===== src/rtl/actfunc_pkg.sv =====
// Shared types and Q8.8 constants for the activation-stage feeders.
package actfunc_pkg;

  localparam int DEF_WIDTH = 16;
  localparam int DEF_FP    = 8;

  localparam int Q_ONE   = 256;
  localparam int SAT_MAX = 32767;
  localparam int SAT_MIN = -32768;

  typedef enum logic [2:0] {
    S_IDLE,
    S_ACCUM,
    S_FLUSH,
    S_ROUND,
    S_OUT
  } mac_state_e;

endpackage


===== src/rtl/q_round_sat.sv =====
// Round-half-up a fixed-point value, drop FP fraction bits,
// and saturate it into a signed OUT_W word with a clip flag.
module q_round_sat #(
  parameter int IN_W  = 40,
  parameter int OUT_W = 16,
  parameter int FP    = 8
) (
  input  logic signed [IN_W-1:0]  x_i,
  output logic signed [OUT_W-1:0] y_o,
  output logic                    clip_o
);

  localparam int SW = IN_W + 1;

  localparam logic signed [SW-1:0] HALF =
    {{(SW-FP){1'b0}}, 1'b1, {(FP-1){1'b0}}};
  localparam logic signed [SW-1:0] MAXV =
    {{(SW-OUT_W+1){1'b0}}, {(OUT_W-1){1'b1}}};
  localparam logic signed [SW-1:0] MINV =
    {{(SW-OUT_W+1){1'b1}}, {(OUT_W-1){1'b0}}};

  logic signed [SW-1:0] sum;
  logic signed [SW-1:0] r;

  // One guard bit keeps the rounding add from wrapping.
  assign sum = {x_i[IN_W-1], x_i} + HALF;
  assign r   = sum >>> FP;

  always_comb begin
    y_o    = r[OUT_W-1:0];
    clip_o = 1'b0;
    if (r > MAXV) begin
      y_o    = MAXV[OUT_W-1:0];
      clip_o = 1'b1;
    end else if (r < MINV) begin
      y_o    = MINV[OUT_W-1:0];
      clip_o = 1'b1;
    end
  end

endmodule


===== src/rtl/neuron_mac_q88.sv =====
// Streaming Q8.8 dot product plus bias with a 2-stage MAC,
// rounded and saturated result handed out over valid/ready.
module neuron_mac_q88
  import actfunc_pkg::*;
#(
  parameter int WIDTH     = DEF_WIDTH,
  parameter int FP        = DEF_FP,
  parameter int MAX_LEN   = 256,
  parameter int ACC_WIDTH = 2*WIDTH + $clog2(MAX_LEN),
  parameter int LEN_W     = $clog2(MAX_LEN+1)
) (
  input  logic                    clk,
  input  logic                    rst,
  input  logic                    start,
  input  logic [LEN_W-1:0]        len,
  input  logic signed [WIDTH-1:0] bias,
  input  logic                    in_valid,
  output logic                    in_ready,
  input  logic signed [WIDTH-1:0] a,
  input  logic signed [WIDTH-1:0] w,
  output logic                    out_valid,
  input  logic                    out_ready,
  output logic signed [WIDTH-1:0] y,
  output logic                    sat,
  output logic                    busy
);

  localparam int PW = 2 * WIDTH;

  mac_state_e state_q;

  logic signed [ACC_WIDTH-1:0] acc_q;
  logic signed [PW-1:0]        prod_q;
  logic                        prodv_q;
  logic [LEN_W-1:0]            cnt_q;
  logic [LEN_W-1:0]            len_q;
  logic signed [WIDTH-1:0]     y_q;
  logic                        sat_q;
  logic                        ov_q;

  logic [LEN_W-1:0]            cnt_d;
  logic [LEN_W-1:0]            len_c;
  logic signed [ACC_WIDTH-1:0] prod_ext;
  logic signed [WIDTH-1:0]     rs_y;
  logic                        rs_clip;
  logic                        take;

  assign cnt_d    = cnt_q + 1'b1;
  assign len_c    = (len > LEN_W'(MAX_LEN)) ? LEN_W'(MAX_LEN) : len;
  assign prod_ext = ACC_WIDTH'(prod_q);
  assign in_ready = (state_q == S_ACCUM) && (cnt_q < len_q);
  assign take     = in_valid && in_ready;

  q_round_sat #(
    .IN_W  (ACC_WIDTH),
    .OUT_W (WIDTH),
    .FP    (FP)
  ) u_rs (
    .x_i    (acc_q),
    .y_o    (rs_y),
    .clip_o (rs_clip)
  );

  always_ff @(posedge clk or posedge rst) begin
    if (rst) begin
      state_q <= S_IDLE;
      acc_q   <= '0;
      prod_q  <= '0;
      prodv_q <= 1'b0;
      cnt_q   <= '0;
      len_q   <= '0;
      y_q     <= '0;
      sat_q   <= 1'b0;
      ov_q    <= 1'b0;
    end else begin
      unique case (state_q)
        S_IDLE: begin
          if (start) begin
            acc_q   <= ACC_WIDTH'(bias) <<< FP;
            cnt_q   <= '0;
            len_q   <= len_c;
            state_q <= (len_c != '0) ? S_ACCUM : S_ROUND;
          end
        end
        S_ACCUM: begin
          if (prodv_q) acc_q <= acc_q + prod_ext;
          if (take) begin
            prod_q  <= PW'(a) * PW'(w);
            prodv_q <= 1'b1;
            cnt_q   <= cnt_d;
            if (cnt_d == len_q) state_q <= S_FLUSH;
          end else begin
            prodv_q <= 1'b0;
          end
        end
        S_FLUSH: begin
          if (prodv_q) acc_q <= acc_q + prod_ext;
          prodv_q <= 1'b0;
          state_q <= S_ROUND;
        end
        S_ROUND: begin
          y_q     <= rs_y;
          sat_q   <= rs_clip;
          ov_q    <= 1'b1;
          state_q <= S_OUT;
        end
        S_OUT: begin
          if (out_ready) begin
            ov_q    <= 1'b0;
            state_q <= S_IDLE;
          end
        end
        default: state_q <= S_IDLE;
      endcase
    end
  end

  assign out_valid = ov_q;
  assign y         = y_q;
  assign sat       = sat_q;
  assign busy      = (state_q != S_IDLE);

endmodule


===== config.mk =====
export PLATFORM = sky130hd
export DESIGN_NAME = neuron_mac_q88
export DESIGN_NICKNAME = d
export VERILOG_FILES = /design/src/rtl/actfunc_pkg.sv /design/src/rtl/q_round_sat.sv /design/src/rtl/neuron_mac_q88.sv
export SDC_FILE = /design/constraint.sdc
export NUM_CORES = 1
export LEC_CHECK = 0
export ABC_CLOCK_PERIOD_IN_PS = 4700
export BUFFER_PORTS_ARGS = -buffer_cell sky130_fd_sc_hd__clkbuf_2
export CORE_MARGIN = 2
export CORE_UTILIZATION = 55
export DETAILED_ROUTE_END_ITERATION = 8
export PLACE_DENSITY = 0.7
export SYNTH_ARGS = -nofsm -noshare
export SYNTH_HDL_FRONTEND = slang
export SYNTH_SLANG_ARGS = --single-unit

===== constraint.sdc =====
create_clock -name clk -period 4.7 [get_ports clk]
set_input_delay 0.94 -clock clk [delete_from_list [all_inputs] [get_ports clk]]
set_output_delay 0.94 -clock clk [all_outputs]
set_load 0.01 [all_outputs]

# Word-level counts from Yosys, hierarchy flattened
# Cells that the tools add are included.
[totals] in_bits=62 reg_bits=112 output_inout_bits=20
[op_classes] n_lt_le_gt_ge=4 n_reduce_logical=16 addsub=3 n_eq_ne=10 multipliers=1 mux=21
[ops] operator="$mux 40" n=2
[ops] operator="$pmux 40 s2" n=1
[ops] operator="$add 40x9->41 const B" n=1
[ops] operator="$add 40x32->40" n=1
[ops] operator="$gt 33x16->1 const B" n=1
[ops] operator="$lt 33x16->1 const B" n=1
[ops] operator="$mul 16x16->32" n=1
[ops] operator="$mux 16" n=2
[ops] operator="$mux 9" n=3
[ops] operator="$pmux 9 s2" n=1
[ops] operator="$pmux 3 s5" n=1
[ops] operator="$mux 3" n=4
[ops] operator="$add 9x1->9 const B" n=1
[ops] operator="$eq 9x9->1" n=1
[ops] operator="$gt 9x9->1 const B" n=1
[ops] operator="$lt 9x9->1" n=1
[ops] operator="$reduce_bool 9->1" n=1
[ops] operator="$reduce_bool 2->1" n=4
[ops] operator="$eq 3x2->1 const B" n=2
[ops] operator="$ne 2x2->1 const B" n=3
[ops] operator="$reduce_and 2->1" n=3
[ops] operator="$reduce_and 3->1" n=2
[ops] operator="$mux 1" n=4
[ops] operator="$ne 2x1->1 const B" n=2
[ops] operator="other kinds (9)" n=11

# Longest topological paths before layout
[depth] ltp_word=6 mapped_depth=26 ltp_nobuf=25

# Modules after synthesis
# Synthesis repeated with hierarchy kept, for this count alone.
[unflattened] hier_cells=1991 hier_area_um2=17608.1
[by_module_without_submodules] mod="neuron_mac_q88" area_per_inst_um2=16589.7 cells_per_inst=1832 n_inst=1 seq_area_each_um2=2802.7
[by_module_without_submodules] mod="q_round_sat" area_per_inst_um2=1018.5 cells_per_inst=159 n_inst=1 seq_area_each_um2=0.0

# Worst setup path before layout
# No wires, ideal clock.
[synth_timing] path_kind="input to register" start="input w[1]" end="register prod_q[31]" t_arrival_ns=6.749 setup_ns=0.129 stages=21 path_buffers=1 setup_slack_ns=-2.178 required_time_ns=4.571 cell_sequence="clkbuf_1 nand2_1 inv_1 fa_1 fa_1 fa_1 fa_1 fa_1 inv_1 fa_1 inv_1 ha_1 a21o_1 a21o_1 a21o_1 a21oi_1 o211ai_1 or4_1 a31oi_1 xnor2_1 o21ai_1"
[synth_between] elab_chain_cells=1
[synth_lines] element="start, declared" line="neuron_mac_q88.sv:20" rtl="input logic signed [WIDTH-1:0] w,"
[synth_lines] element="$mul 16x16->32" line="neuron_mac_q88.sv:88" rtl="prod_q <= PW'(a) * PW'(w);"
[synth_lines] element="end signal, assigned" line="neuron_mac_q88.sv:88"
[synth_lines] element="end, declared" line="neuron_mac_q88.sv:33" rtl="logic signed [PW-1:0] prod_q;"
# Every way passes these cells.
# A chain may end at the register's enable or synchronous reset.

# Worst setup path in the final report
[layout_timing] start="input a[13]" end="register prod_q[31]"
[layout_between] elab_chain_cells=1
[layout_lines] element="start, declared" line="neuron_mac_q88.sv:19" rtl="input logic signed [WIDTH-1:0] a,"
[layout_lines] element="$mul 16x16->32" line="neuron_mac_q88.sv:88"
# Every way passes these cells.

==> impl_metrics.toml <==
[hold_path]
hp-class = "reg -> reg"
holdCritStartpoint = "prod_q[25]"
min_path_cells = 2

[floorplan]
die_area_um2 = 33200
die_x_um = 182
io_pins = 82
coreArea_um2 = 31400
std_cell_rows = 65
die_h_um = 182
start_util = 0.557

[finish]
drive_above_1_share = 0.222
regArea_um2 = 2800
final_cells = 2618
final_core_util = 0.669
n_fill_cell = 2596
multi_input_area_um2 = 13700
areaGrowthSynthToFinish_pct = 20.2
fin_nets = 2668
n_antenna_cell = 0

[clocking]
clkLatencyLatePin_ns = 0.37
cts_sinks = 112
hold_buffers = 0
clkTransAtPathRegs_ns = 0.07
cts_root_buf = "clkbuf_16"
cts_tree = "built"
numCtsBuffers = 9
clock_path_buffers = 2
ctsHtreeMaxLevel = 3

[timing]
fin_ws_ns = -1.62
hold_viol_final = 0
relSlewSlack = 0.330
min_period_over_period = 1.35
min_period_ns = 6.32
fmax_mhz = 158
fin_setup_tns_ns = -25.40
tightest_slew_ns = 1.00
rsz0062_at_grt = "true"
finalMaxSlewViolations = 0
setup_viol = 24
clock-skew-final_ns = 0.0152

[setup_path]
path_buf_inv = 6
cp_top_family = "adder cells"
cp.arrival_ns = 6.56
startpoint = "a[13]"
path_depth = 23
cpPeakStageDelay_ns = 0.55
path_common_cell = "fa_1"
startpoint_type = "input port"
path_cells = "buf_6 > buf_4 > and2_1 > fa_1 > inv_1 > fa_1 > inv_1 > fa_1 > fa_1 > fa_1 > inv_1 > fa_1 > inv_1 > ha_1 > o21ai_2 > nand2b_1 > a21o_1 > o211ai_1 > o211ai_1 > or4_1 > a31oi_1 > xnor2_1 > o21ai_1"
r2r_cells = 11
critPathMaxFanout = 11
cpMaxStageDelayCell = "fa_1"
worst_ep_required_time_ns = 4.93
crit_type = "in -> reg"
r2r_start = "acc_q[17]"
end_kind = "flip-flop"

[outcome]
violations = "setup timing"
status = "complete, but fails checks"

[synth]
syn_avg_cell_area_um2 = 8.80
ys_types = 77
synthArstFlopShare = 1.00
synth_seq_area_share = 0.160
yosys_register_bits = 112
netlist_area_um2 = 17500
synth_cells = 1987
yosysWarnings = 0
ys.flop_type = "dfrtp_1"
yosys-top-cells-count = "inv_1, fa_1, nand2_1, ha_1, and2_1"
synth.area.top_cells = "fa_1, dfrtp_1, ha_1"
synth_edf_count = 0
yosysMostFrequentCell = "inv_1"
synth_top_cell_by_area = "fa_1"
synth_fp_nets = 2444
netlist.area_leader.share = 0.301

[global_routing]
gr-usage-all-layers = 0.257
grt_pass1_vias = 14200
grt_antenna_before_repair = 0
grtUsageMet3 = 0.0227
grt_pass1_wl_um = 69400
busiest_layer = "met2"
grt_start_max_net_pins = 80
met1_usage = 0.347
overflow = 0
gr-usage-met2 = 0.451

[route]
drtIter0Drc = 670
wl_per_cell_um = 16.2
antenna_left = 0
wirelength_um = 42300
drc = 0
dr.pass1.iters = 5
vias = 14000
via_per_inst = 5.34

[placed_design]
portBuffers = 81
dp_hpwl_um = 35500
placedCellCount = 2582
globalplace.congestion = 0.922

[job]
drv_cap = 0
stage by stage:
stage / area [um^2] / hold slack, ns / worst slack (ns)
2_1_floorplan: 17900 / 0.443 / -1.80
3_3_place_gp: 19800 / 0.471 / -2.16
3_5_place_dp: 19800 / 0.479 / -2.30
4_1_cts: 20600 / 0.496 / -1.64
5_1_grt: 21000 / 0.514 / -1.84
6_report: 21000 / 0.492 / -1.62
area by class of cell:
class / count / area share
Clock inverter: 7 / 0.00292
Clock buffer: 9 / 0.0107
Multi-Input combinational cell: 1440 / 0.650
Sequential cell: 112 / 0.133
Tap cell: 402 / 0.0239
Inverter: 365 / 0.0656
Timing Repair Buffer: 283 / 0.114
worst reg2reg max path, delay by kind of cell, from the launching register on:
kind / cells / cell delay [ns]
AOI/OAI and AO/OA: 9 / 2.17
xor gates and xnor gates: 1 / 0.18
adders and majority gates: 1 / 0.43
DFF: 1 / 0.50
flip-flops by register name (all words and copies together), names as in the netlist:
| signal | count |
|---|---|
| prodv_q | 1 |
| y | 16 |
| acc_q | 40 |
| sat | 1 |
| prod_q | 32 |
| state_q | 3 |
| len_q | 9 |
| out_valid | 1 |
| cnt_q | 9 |
worst paths after layout:
| kind | slack [ns] | end |
|---|---|---|
| min reg2reg | 0.49 | prod_q[25] |
| min | 0.49 | prod_q[25] |
| max | -1.62 | prod_q[31] |
| max in group asynchronous | 3.05 | prod_q[9] |
| max reg2reg | 1.28 | acc_q[38] |
| min in group asynchronous | 0.80 | y[4] |
per-layer routing:
| layer | wire [um] | vias to the layer above |
|---|---|---|
| met5 | 0 | - |
| met4 | 675 | 0 |
| met3 | 1240 | 54 |
| met2 | 21200 | 233 |
| met1 | 19200 | 6962 |
| li1 | - | 6739 |
layout by cell type, fill, tap and decap left out, types with 12 or more instances in the layout:
cell type,count
a21oi_1,65
clkbuf_2,54
and3_1,15
nand3_1,23
a21o_1,45
a21oi_2,13
clkbuf_8,12
fa_1,251
ha_4,18
nand2b_1,25
nor3_1,13
o21ai_1,16
and2_1,94
fa_2,12
buf_6,30
ha_1,111
inv_1,326
o21ai_0,94
clkbuf_16,14
and2_4,28
xor2_1,44
inv_2,36
o21a_1,12
dfrtp_1,112
xnor2_1,56
nor2_1,73
buf_4,168
nand2_1,241
cells by family (layout without fill, tap and decap cells):
family	count (synthesis)	in the layout	share of synthesized area
simple gates	584	584	0.163
xor+xnor	108	108	0.0545
buf+inv	435	664	0.0961
fa+ha+maj	395	395	0.396
flops	112	112	0.160
mux	5	5	0.00293
compound gates	348	348	0.127
what timing repair did:
item	4_1_cts	5_1_grt
endpoints found under the hold margin	0	0
setup buffers	9	13
gates cloned	0	1
pin swaps	75	88
gates resized for setup	117	87
setup endpoints to repair	25	25
Power is not shown: default switching activity piles up to over one toggle a cycle in this logic, so the estimate is an artifact.
